### src/rtl/ahb_slave_if.sv
// AHB-side front end of the AHB-to-APB bridge: address decode, transfer qualification,
// address/data pipelining and the AHB OKAY/ERROR response.
module ahb_slave_if #(
    parameter logic [31:0] BASE_ADDR   = 32'h8000_0000,
    parameter int unsigned REGION_LOG2 = 26,
    parameter int unsigned NUM_SEL     = 3
) (
    input  logic               HCLK,
    input  logic               HRESETn,
    input  logic               HWRITE,
    input  logic               HREADYin,
    input  logic [1:0]         HTRANS,
    input  logic [31:0]        HADDR,
    input  logic [31:0]        HWDATA,
    input  logic [31:0]        PRDATA,
    input  logic               apb_ready,
    output logic               valid,
    output logic [NUM_SEL-1:0] tempselx,
    output logic [31:0]        haddr_1,
    output logic [31:0]        haddr_2,
    output logic [31:0]        hwdata_1,
    output logic [31:0]        hwdata_2,
    output logic               hwrite_reg,
    output logic               hwrite_reg_1,
    output logic               HREADYout,
    output logic [1:0]         HRESP,
    output logic [31:0]        HRDATA
);

    typedef enum logic [1:0] {StOkay, StErr1, StErr2} state_e;

    state_e      state_q, state_d;
    logic [31:0] offset;
    logic [31:0] region;
    logic        mapped;
    logic        active;

    assign offset = HADDR - BASE_ADDR;
    assign region = offset >> REGION_LOG2;
    assign mapped = (HADDR >= BASE_ADDR) && (region < NUM_SEL);
    assign active = HREADYin && ((HTRANS == 2'b10) || (HTRANS == 2'b11));
    assign HRDATA = PRDATA;

    always_comb begin
        tempselx = '0;
        for (int i = 0; i < NUM_SEL; i++) begin
            if (HRESETn && mapped && (region == 32'(i))) begin
                tempselx[i] = 1'b1;
            end
        end
    end

    always_comb begin
        state_d   = state_q;
        valid     = 1'b0;
        HREADYout = 1'b1;
        HRESP     = 2'b00;
        unique case (state_q)
            StOkay: begin
                HREADYout = apb_ready;
                valid     = active && mapped;
                if (active && !mapped) begin
                    state_d = StErr1;
                end
            end
            StErr1: begin
                HREADYout = 1'b0;
                HRESP     = 2'b01;
                state_d   = StErr2;
            end
            StErr2: begin
                // Transfer issued alongside the second error cycle is cancelled by the master.
                HRESP   = 2'b01;
                state_d = StOkay;
            end
            default: state_d = StOkay;
        endcase
        // Outputs read as idle while reset is held, independent of the clock.
        if (!HRESETn) begin
            valid     = 1'b0;
            HREADYout = 1'b1;
            HRESP     = 2'b00;
        end
    end

    always_ff @(posedge HCLK or negedge HRESETn) begin
        if (!HRESETn) begin
            state_q <= StOkay;
        end else begin
            state_q <= state_d;
        end
    end

    always_ff @(posedge HCLK or negedge HRESETn) begin
        if (!HRESETn) begin
            haddr_1      <= '0;
            haddr_2      <= '0;
            hwdata_1     <= '0;
            hwdata_2     <= '0;
            hwrite_reg   <= 1'b0;
            hwrite_reg_1 <= 1'b0;
        end else if (HREADYin) begin
            haddr_1      <= HADDR;
            haddr_2      <= haddr_1;
            hwdata_1     <= HWDATA;
            hwdata_2     <= hwdata_1;
            hwrite_reg   <= HWRITE;
            hwrite_reg_1 <= hwrite_reg;
        end
    end

endmodule

### config.mk
export PLATFORM = sky130hd
export DESIGN_NAME = ahb_slave_if
export DESIGN_NICKNAME = d
export VERILOG_FILES = /design/src/rtl/ahb_slave_if.sv
export SDC_FILE = /design/constraint.sdc
export NUM_CORES = 1
export LEC_CHECK = 0
export ABC_AREA = 0
export BUFFER_PORTS_ARGS = -buffer_cell sky130_fd_sc_hd__buf_2
export CAP_MARGIN = 20
export CORE_ASPECT_RATIO = 0.75
export CORE_MARGIN = 2
export CORE_UTILIZATION = 28
export CTS_CLUSTER_SIZE = 10
export DETAILED_ROUTE_END_ITERATION = 7
export GPL_TIMING_DRIVEN = 0
export HOLD_SLACK_MARGIN = 0.12
export PLACE_DENSITY = 0.49
export SLEW_MARGIN = 20
export SYNTH_ARGS = -nofsm -noshare
export SYNTH_HDL_FRONTEND = slang
export SYNTH_SLANG_ARGS = --single-unit
### constraint.sdc
create_clock -name HCLK -period 1.5 [get_ports HCLK]
set_input_delay 0.15 -clock HCLK [delete_from_list [all_inputs] [get_ports HCLK]]
set_output_delay 0.15 -clock HCLK [all_outputs]
set_load 0.05 [all_outputs]
After elaboration in Yosys (flattened, before gate mapping)

Index checks and enable logic that the tools add are counted.

Register bits after elaboration: 132
Output and inout port bits: 169
Word-level logic and storage cells: 41

Add/subtract/negate cells: 1
Reduce and logical (&&, ||, !) cells: 13
Magnitude comparators: 2
Eq/ne operators: 7
Mux-type cells: 11

Operators by type and width:

| operator                 | count |
|---|---|
| $ge A32 B32 Y1 const B   | 1 |
| $logic_not A32 Y1        | 1 |
| $sub A32 B32 Y32 const B | 1 |
| $logic_and A1 B1 Y1      | 8 |
| $mux W1                  | 7 |
| $eq A2 B2 Y1 const B     | 3 |
| $eq A6 B1 Y1 const B     | 1 |
| $eq A6 B2 Y1 const B     | 1 |
| $lt A6 B2 Y1 const B     | 1 |
| $mux W2                  | 2 |
| $pmux W2 S2              | 1 |
| $eq A2 B1 Y1 const B     | 1 |
| $logic_not A2 Y1         | 1 |
| $ne A2 B2 Y1 const B     | 1 |
| $pmux W1 S2              | 1 |
| $reduce_or A2 Y1         | 1 |
| $logic_not A1 Y1         | 1 |
| $logic_or A1 B1 Y1       | 1 |

Logic depth before layout (Yosys ltp)

Gate-level depths: netlist of the first run.

Depth in word-level cells: 7
Depth in mapped cells: 5
Depth with buffers taken out: 5

Least setup slack after synthesis of the first run

Ideal clock, no wire load.

Kind: input -> output
Start: input port HADDR[30]
End: output port tempselx[0]
Required time: 1.350 ns
Stages on the path: 3
Arrival time: 1.668 ns
Path slack: -0.318 ns
Path through: nor4b_4 nand2_2 nor3_1

Longest elaborated chain between the ends: 6
Elaborated cells on any way between the ends: 8
Those cells by class: add/sub (1); order compare (2); mux (1); reduce/logical (4)

RTL lines:

| item                    | RTL line | RTL |
|---|---|---|
| start, declared         | 13       | `input logic [31:0] HADDR,` |
| $sub A32 B32 Y32        | 38       | `assign offset = HADDR - BASE_ADDR;` |
| $lt A6 B2 Y1            | 40       | `assign mapped = (HADDR >= BASE_ADDR) && (region < NUM_SEL);` |
| $logic_and A1 B1 Y1     | 40       |  |
| $logic_and A1 B1 Y1     | 47       | `if (HRESETn && mapped && (region == 32'(i))) begin` |
| $logic_and A1 B1 Y1 (*) | 47       |  |
| $mux W1 (*)             | 47       |  |
| end, declared           | 18       | `output logic [NUM_SEL-1:0] tempselx,` |

Every way passes the cells marked *; elsewhere a longest branch is shown, timed or not.

Final worst setup path of the first run

Start: register state_q[1]
End: output port HREADYout

Longest elaborated chain between the ends: 3
Elaborated cells on any way between the ends: 4
Those cells by class: eq/ne (1); mux (2); reduce/logical (1)

RTL lines:

| item                                             | RTL line | RTL |
|---|---|---|
| start, declared                                  | 32       | `state_e state_q, state_d;` |
| start signal, assigned                           | 88       | `state_q <= StOkay;` |
| start signal, assigned                           | 90       | `state_q <= state_d;` |
| $eq A2 B1 Y1 or $logic_not A2 Y1 (tied branches) | 58       | `unique case (state_q)` |
| $pmux W1 S2 (*)                                  | 58       |  |
| $mux W1 (*)                                      | 79       | `if (!HRESETn) begin` |
| end, declared                                    | 25       | `output logic HREADYout,` |

Marked as above.

==> results.yml, run 1 <==
timing:
  drv_slew: 0
  setup_viol: 3
  fmax_mhz: 620
  rsz0062_at_grt: "true"
  hold_viol: 77
  post-route-period-util_pct: 108
  timing.final.ws_setup_ns: -0.114
  period_minus_slack_ns: 1.61
  fin_worst_skew_ns: 0.00704
  whs_ns: -0.364
place:
  place_congestion: 0.709
  place_hpwl_mm: 9.89
  placed_area_um2: 7190
  io_buffers: 236
  placed_cells: 825
cts:
  cts_sinks: 132
  cts_buffer_depth: 2
  cts_tree: "built"
  hold_buffers: 69
  clock_latency_ns: 0.41
  cts_root_buffer: "clkbuf_16"
  numCtsBuffers: 17
  cts.reportedPaths.clkPinSlew_ns: 0.06
  cts.htree.levels: 4
layout:
  final_util_pct: 44.7
  fin_area_um2: 8730
  nNetsFinal: 774
  area_delta_synth_final_pct: 54.9
  antenna_cells: 0
  final_common_cell: "buf_2"
  layout-drive-gt1-share_pct: 68.8
  seqCellArea_um2: 3300
  multi_input_area_um2: 1970
  fillers: 1769
  final_cells: 932
  most-common-layout-cells: "buf_2 (236), dfrtp_1 (132), mux2_4 (79)"
synthesis:
  synth_cell_types: 23
  yosysSeqAreaShare_pct: 58.6
  synthCells: 335
  netlist_area_um2: 5640
  synth_area_per_cell_um2: 16.8
  synth_nets: 441
  synth_warnings: 0
  synth.ff_latch_count: 132
drt:
  firstDrtPassIters: 4
  ant_nets: 0
  routed_wl_mm: 14.5
  drc: 0
  drt_iter0_drc: 112
  vias: 3930
  via_per_inst: 4.22
  post_drt_wl_per_cell_um: 15.6
worst_setup_path:
  slowest_delay_ns: 0.37
  crit_path_end_kind: "output pin"
  worstPathRequired_ns: 1.35
  r2r_slack_ns: 0.21
  crit_type: "reg2out"
  crit_path_cell_trace: "inv_2, ha_2, o211ai_1, buf_4"
  cpMaxStageDelayCell: "dfrtp_1"
  worstPathArrival_ns: 1.46
  crit_fanout: 3
  critPathLaunchType: "flop"
floorplan:
  ios: 272
  start_util_pct: 28.8
  core_area_um2: 19500
  num_rows: 44
  fp.dieH_um: 127
  die_area_um2: 21300
  fp.dieW_um: 168
hold_path:
  hold_class: "in2async"
power:
  cellLeakagePower_nw: 4.37
  cellPowerDensity_nw_per_um2: 1530
  vdd_drop_max_mv: 0.684
global_route:
  grt_pass1_vias: 4160
  grt-ovfl-total: 0
  grt_max_degree: 80
  grt_use_total_pct: 13.9
  grt_pass1_wl_mm: 22.9
  antenna_found_initial: 1
run_status:
  violations: "hold timing, setup timing"
  status: "finished, violations left"
run:
  maxCapViolations: 0
[synthesized netlist by cell type]
| cell type | count | area share, % |
|---|---|---|
| a211o_1 | 1 | 0.16 |
| a21oi_1 | 1 | 0.089 |
| and2_1 | 1 | 0.11 |
| buf_2 | 5 | 0.44 |
| buf_4 | 34 | 4.5 |
| buf_6 | 9 | 1.8 |
| conb_1 | 1 | 0.067 |
| dfrtp_1 | 132 | 59 |
| ha_1 | 3 | 0.67 |
| inv_1 | 3 | 0.20 |
| mux2_2 | 51 | 10 |
| mux2_4 | 79 | 21 |
| nand2_1 | 2 | 0.13 |
| nand2_2 | 2 | 0.22 |
| nand3_1 | 1 | 0.089 |
| nand4_1 | 2 | 0.22 |
| nor2_1 | 1 | 0.067 |
| nor3_1 | 1 | 0.089 |
| nor3b_2 | 2 | 0.44 |
| nor4b_4 | 1 | 0.42 |
| o2111ai_1 | 1 | 0.16 |
| o211ai_1 | 1 | 0.13 |
| o21a_1 | 1 | 0.13 |
[stage by stage]
stage	setup TNS, ns	power [W]	setup WS [ns]
after floorplan	-0.0416	0.00710	-0.0416
after global placement	-206.86	0.00799	-1.92
after detailed placement	-1.15	0.00805	-0.289
after CTS	-0.370	0.0135	-0.154
after global routing	-0.431	0.0140	-0.169
final	-0.242	0.0134	-0.114
[path summary, 6_finish.rpt]
path | cells after the start | startpoint | endpoint
setup / recovery | 4 | state_q[1]$_DFFE_PN0P_ | HREADYout
hold / removal | 1 | HRESETn | haddr_1[26]$_DFFE_PN0P_
setup reg to reg | 7 | state_q[0]$_DFFE_PN0P_ | state_q[1]$_DFFE_PN0P_
hold reg to reg | 1 | hwdata_2[4]$_DFFE_PN0P_ | hwdata_2[4]$_DFFE_PN0P_
max in group asynchronous | 4 | HRESETn | haddr_2[6]$_DFFE_PN0P_
min in group HCLK | 4 | HADDR[28] | state_q[0]$_DFFE_PN0P_
[per-layer routing]
metal  wire length [um]  part of all wire [%]  vias to the layer above  global-route usage, %
met1               6680                    46                     1942                   18.2
met5                  0                     0                        -                      0
li1                   -                     -                     1805                      -
met2               6410                    44                      173                   21.1
met4                129                  0.89                        0                   3.73
met3               1280                   8.8                       10                   6.02
[kinds of logic (layout without fill, tap and decap cells)]
group	after synthesis	count (layout)	share of synthesized area, %
flip-flops	132	132	58.6
multiplexers	130	130	31.2
buffers and inverters	51	395	6.97
AND/OR/NAND/NOR	13	13	1.80
AO/OA/AOI/OAI	5	5	0.666
adder cells (fa/ha/maj)	3	3	0.666
other	1	1	0.0665
[area by class of cell]
class	count	share of cell area, %
multi-input combinational	152	22.5
clock buffer	18	5.03
sequential	132	37.8
inverter	3	0.129
buffer	48	4.37
timing repair buffer	314	23.3
tap	253	3.62
clock inverter	12	3.15
[report_power, final]
part	internal, W	leakage, nW	switching [W]
registers	0.00403	1.55	0.000312
clock network	0.00350	0.347	0.00157
logic	0.00141	2.47	0.00257
total	0.00893	4.37	0.00445
[critical path, delay by kind of cell, from the launching register on]
| kind | cells | cell delay (ns) |
|---|---|---|
| compound gates | 1 | 0.20 |
| fa+ha+maj | 1 | 0.17 |
| buf+inv | 2 | 0.30 |
| flops | 1 | 0.37 |
[timing repair]
action | 4_1_cts | 5_1_grt
gates cloned | 1 | 0
buffers inserted | 4 | 3
endpoints found under the hold margin | 169 | 77
gates resized for setup | 10 | 1
setup endpoints to repair | 6 | 3
pin swaps | 2 | 2
No activity file was read; power rests on OpenSTA's default activity.
==> run 2: changes to the inputs <==
--- a/config.mk
+++ b/config.mk
@@ -10,12 +10,12 @@
 export CAP_MARGIN = 20
 export CORE_ASPECT_RATIO = 0.75
 export CORE_MARGIN = 2
-export CORE_UTILIZATION = 28
+export CORE_UTILIZATION = 46
 export CTS_CLUSTER_SIZE = 10
 export DETAILED_ROUTE_END_ITERATION = 7
 export GPL_TIMING_DRIVEN = 0
 export HOLD_SLACK_MARGIN = 0.12
-export PLACE_DENSITY = 0.49
+export PLACE_DENSITY = 0.76
 export SLEW_MARGIN = 20
 export SYNTH_ARGS = -nofsm -noshare
 export SYNTH_HDL_FRONTEND = slang
==> results.yml, run 2 (synthesized netlist as in run 1, its figures left out) <==
run_status:
  status: "finished, violations left"
  violations: "hold timing, setup timing"
floorplan:
  fp.dieW_um: 132
  num_rows: 34
  fp.dieH_um: 99.9
  core_area_um2: 11800
  start_util_pct: 47.8
  ios: 272
  die_area_um2: 13200
global_route:
  grt-ovfl-total: 0
  grt_pass1_vias: 4084
  grt_pass1_wl_mm: 21.5
  grt_use_total_pct: 20.8
  antenna_found_initial: 0
  grt_max_degree: 70
timing:
  drv_slew: 0
  hold_viol: 63
  setup_viol: 3
  fmax_mhz: 626
  slew_headroom_pct: 66.1
  tightest_slew_ns: 0.508
  fin_worst_skew_ns: 0.00739
  post-route-period-util_pct: 107
  whs_ns: -0.317
  timing.final.ws_setup_ns: -0.0980
  rsz0062_at_grt: "true"
  period_minus_slack_ns: 1.60
layout:
  final_common_cell: "buf_2"
  final_cells: 837
  most-common-layout-cells: "buf_2 (236), dfrtp_1 (131), mux2_4 (79)"
  layout-drive-gt1-share_pct: 69.0
  antenna_cells: 0
  fillers: 776
  fin_area_um2: 8410
  nNetsFinal: 768
  area_delta_synth_final_pct: 49.3
worst_setup_path:
  critPathTopFamily: "flip-flops"
  crit_fanout: 5
  crit_path_cell_trace: "inv_2, ha_4, nand4_1, nor2_2, buf_6"
  critPathLaunchType: "flop"
  worstPathRequired_ns: 1.35
  worstPathArrival_ns: 1.45
  crit_path_end_kind: "output pin"
  worstReg2RegStart: "state_q[1]$_DFFE_PN0P_"
  crit_type: "reg2out"
  crit_buf_inv: 2
  critPathLaunch: "state_q[1]$_DFFE_PN0P_"
  cpMaxStageDelayCell: "dfrtp_1"
  slowest_delay_ns: 0.40
place:
  io_buffers: 236
  place_hpwl_mm: 9.23
  placed_area_um2: 7080
  place_congestion: 0.766
  placed_cells: 734
power:
  vdd_drop_max_mv: 0.858
  cellLeakagePower_nw: 4.27
  power_w: 0.0125
  cellPowerDensity_nw_per_um2: 1480
hold_path:
  hold_class: "in2async"
cts:
  hold_buffers: 65
  cts.reportedPaths.clkPinSlew_ns: 0.06
  cts_tree: "built"
  numCtsBuffers: 17
  cts_buffer_depth: 2
  cts_sinks: 132
  clock_latency_ns: 0.40
  cts_root_buffer: "clkbuf_16"
  cts.htree.levels: 4
drt:
  firstDrtPassIters: 4
  drt_iter0_drc: 108
  routed_wl_mm: 13.7
  via_per_inst: 4.68
  post_drt_wl_per_cell_um: 16.3
  drc: 0
  vias: 3916
  ant_nets: 0
run:
  maxCapViolations: 0
==> run 2: repair_timing <==
| item | 4_1_cts | 5_1_grt |
|---|---|---|
| gates resized for setup | 7 | 3 |
| pin swaps | 0 | 1 |
| buffers inserted | 4 | 2 |
| endpoints found under the hold margin | 128 | 63 |
| setup endpoints to repair | 3 | 5 |
==> run 2: cell type report <==
| cell class | instances | area (um2) | area share [%] |
|---|---|---|---|
| Tap cell | 162 | 203 | 2.41 |
| Clock buffer | 18 | 439 | 5.22 |
| Sequential cell | 132 | 3300 | 39.3 |
| Clock inverter | 14 | 174 | 2.07 |
| Multi-Input combinational cell | 152 | 1970 | 23.4 |
| Buffer | 48 | 382 | 4.54 |
| Inverter | 3 | 11.3 | 0.134 |
| Timing Repair Buffer | 308 | 1940 | 23.0 |
==> run 2: per-stage QoR <==
step	TNS [ns]	setup slack [ns]	utilization [%]
6_report	-0.214	-0.0980	71.4
5_1_grt	-0.391	-0.169	71.4
4_1_cts	-0.296	-0.116	71.2
3_5_place_dp	0	0.0609	60.1
3_3_place_gp	-192.20	-1.81	59.8
2_1_floorplan	-0.0416	-0.0416	-
==> run 2: path summary, 6_finish.rpt <==
| check | cells past startpoint | endpoint | slack [ns] |
|---|---|---|---|
| max | 5 | valid | -0.1 |
| min | 1 | haddr_2[30]$_DFFE_PN0P_ | -0.32 |
| max reg2reg | 6 | state_q[1]$_DFFE_PN0P_ | 0.25 |
| min reg2reg | 1 | hwdata_2[18]$_DFFE_PN0P_ | 0.50 |
| max in group asynchronous | 2 | hwdata_1[16]$_DFFE_PN0P_ | 1.13 |
| min in group HCLK | 4 | state_q[1]$_DFFE_PN0P_ | 0.17 |
==> run 2: report_power, final <==
group,internal [W],switching (W)
Combinational,0.00133,0.00256
Sequential,0.00403,0.000320
Clock,0.00268,0.00157
Total,0.00804,0.00445
==> run 2: metal layers <==
layer	GRT usage [%]	part of all wire (%)	up-vias
met2	35.0	50	169
met3	6.41	6.7	15
met5	0	0	-
li1	-	-	1794
met1	26.1	43	1938
met4	6.52	1.1	0
==> run 3: changes to the inputs <==
--- a/config.mk
+++ b/config.mk
@@ -11,11 +11,11 @@
 export CORE_ASPECT_RATIO = 0.75
 export CORE_MARGIN = 2
 export CORE_UTILIZATION = 46
-export CTS_CLUSTER_SIZE = 10
+export CTS_CLUSTER_DIAMETER = 50
 export DETAILED_ROUTE_END_ITERATION = 7
 export GPL_TIMING_DRIVEN = 0
 export HOLD_SLACK_MARGIN = 0.12
-export PLACE_DENSITY = 0.76
+export PLACE_DENSITY = 0.8
 export SLEW_MARGIN = 20
 export SYNTH_ARGS = -nofsm -noshare
 export SYNTH_HDL_FRONTEND = slang
==> results.yml, run 3 (synthesized netlist as in run 1, its figures left out) <==
place:
  place_congestion: 0.795
  place_hpwl_mm: 9.53
  io_buffers: 236
  preCtsSetupSlack_ns: -0.258
layout:
  fillers: 744
  multi_input_area_um2: 1970
  area_delta_synth_final_pct: 49.8
  final_common_cell: "buf_2"
  final_util_pct: 71.7
  layout-drive-gt1-share_pct: 68.6
  nNetsFinal: 768
  seqCellArea_um2: 3300
  most-common-layout-cells: "buf_2 (237), dfrtp_1 (132), mux2_4 (79)"
  antenna_cells: 0
drt:
  firstDrtPassIters: 4
  drc: 0
  ant_nets: 0
  vias: 3998
  drt_iter0_drc: 147
  routed_wl_mm: 14.9
  post_drt_wl_per_cell_um: 17.8
  via_per_inst: 4.78
worst_setup_path:
  crit_type: "reg2out"
  slowest_delay_ns: 0.41
  crit_buf_inv: 1
  critPathTopFamily: "flip-flops"
  worstPathRequired_ns: 1.35
  crit_path_end_kind: "output pin"
  critPathLaunch: "state_q[0]$_DFFE_PN0P_"
  cpMaxStageDelayCell: "dfrtp_1"
  critPathLaunchType: "flop"
  crit_path_cell_trace: "ha_2, o211ai_1, buf_4"
  worstReg2RegStart: "state_q[0]$_DFFE_PN0P_"
  crit_fanout: 3
  worstPathArrival_ns: 1.42
timing:
  hold_viol: 65
  rsz0062_at_grt: "true"
  drv_slew: 0
  timing.final.ws_setup_ns: -0.0738
  fin_worst_skew_ns: 0.00822
  fmax_mhz: 635
  setup_viol: 3
  post-route-period-util_pct: 105
  whs_ns: -0.376
  period_minus_slack_ns: 1.57
cts:
  cts_root_buffer: "clkbuf_16"
  cts.reportedPaths.clkPinSlew_ns: 0.06
  cts_tree: "built"
  cts.htree.levels: 4
  numCtsBuffers: 17
  cts_sinks: 132
  hold_buffers: 67
  clock_latency_ns: 0.40
  cts_buffer_depth: 2
run_status:
  violations: "hold timing, setup timing"
  status: "finished, violations left"
global_route:
  grt_pass1_wl_mm: 23.7
  grt_max_degree: 68
  antenna_found_initial: 0
  grt-ovfl-total: 0
  grt_use_total_pct: 23.2
  grt_pass1_vias: 4346
power:
  cellLeakagePower_nw: 4.28
  vdd_drop_max_mv: 0.800
  cellPowerDensity_nw_per_um2: 1470
floorplan:
  fp.dieW_um: 132
  die_area_um2: 13200
  start_util_pct: 47.8
  fp.dieH_um: 99.9
  core_area_um2: 11800
  ios: 272
  num_rows: 34
run:
  maxCapViolations: 0
hold_path:
  hold_class: "in2async"
-- run 3: path summary, 6_finish.rpt --
| kind | to | slack, ns | cells after the start |
|---|---|---|---|
| setup / recovery | HREADYout | -0.07 | 3 |
| hold / removal | haddr_1[17]$_DFFE_PN0P_ | -0.38 | 1 |
| setup reg to reg | state_q[1]$_DFFE_PN0P_ | 0.30 | 5 |
| hold reg to reg | haddr_2[0]$_DFFE_PN0P_ | 0.50 | 1 |
| max in group asynchronous | hwdata_2[1]$_DFFE_PN0P_ | 0.64 | 4 |
| min in group HCLK | state_q[1]$_DFFE_PN0P_ | 0.19 | 4 |
-- run 3: per-stage QoR --
stage,power (W),cell area [um2],cells,TNS (ns)
after global placement,0.00793,7040,733,-195.20
after detailed placement,0.00803,7080,734,-0.900
after CTS,0.0125,8450,837,-0.179
after floorplan,0.00710,5660,335,-0.0416
final,0.0124,8450,837,-0.153
after global routing,0.0129,8450,837,-0.343
-- run 3: power by group --
group	internal, W	switching, W	total, W
combinational	0.00134	0.00257	0.00391
clock	0.00259	0.00156	0.00414
sequential	0.00403	0.000327	0.00436
-- run 3: metal layers --
metal / share of wire, % / global-route usage, % / vias up
li1: - / - / 1798
met1: 42 / 28.5 / 2017
met2: 52 / 40.4 / 172
met3: 5.8 / 6.97 / 11
met4: 0.79 / 6.19 / 0
met5: 0 / 0 / -
-- run 3: area by class of cell --
type | count | area share (%)
buffer | 48 | 4.52
clock buffer | 21 | 5.57
clock inverter | 11 | 1.48
inverter | 3 | 0.133
multi-input combinational | 152 | 23.3
sequential | 132 | 39.1
tap | 162 | 2.40
timing repair buffer | 308 | 23.5
-- run 3: worst reg2reg max path: cells and delay by family (launching register included) --
family          cells  cell delay, ns
fa+ha+maj           1            0.18
compound gates      2            0.24
flops               1            0.41
buf+inv             2            0.23
-- run 3: what timing repair did --
item,4_1_cts,5_1_grt
gates cloned,1,0
pin swaps,1,0
endpoints found under the setup margin,6,3
resized for setup,9,0
endpoints found under the hold margin,197,65
buffers inserted,3,0
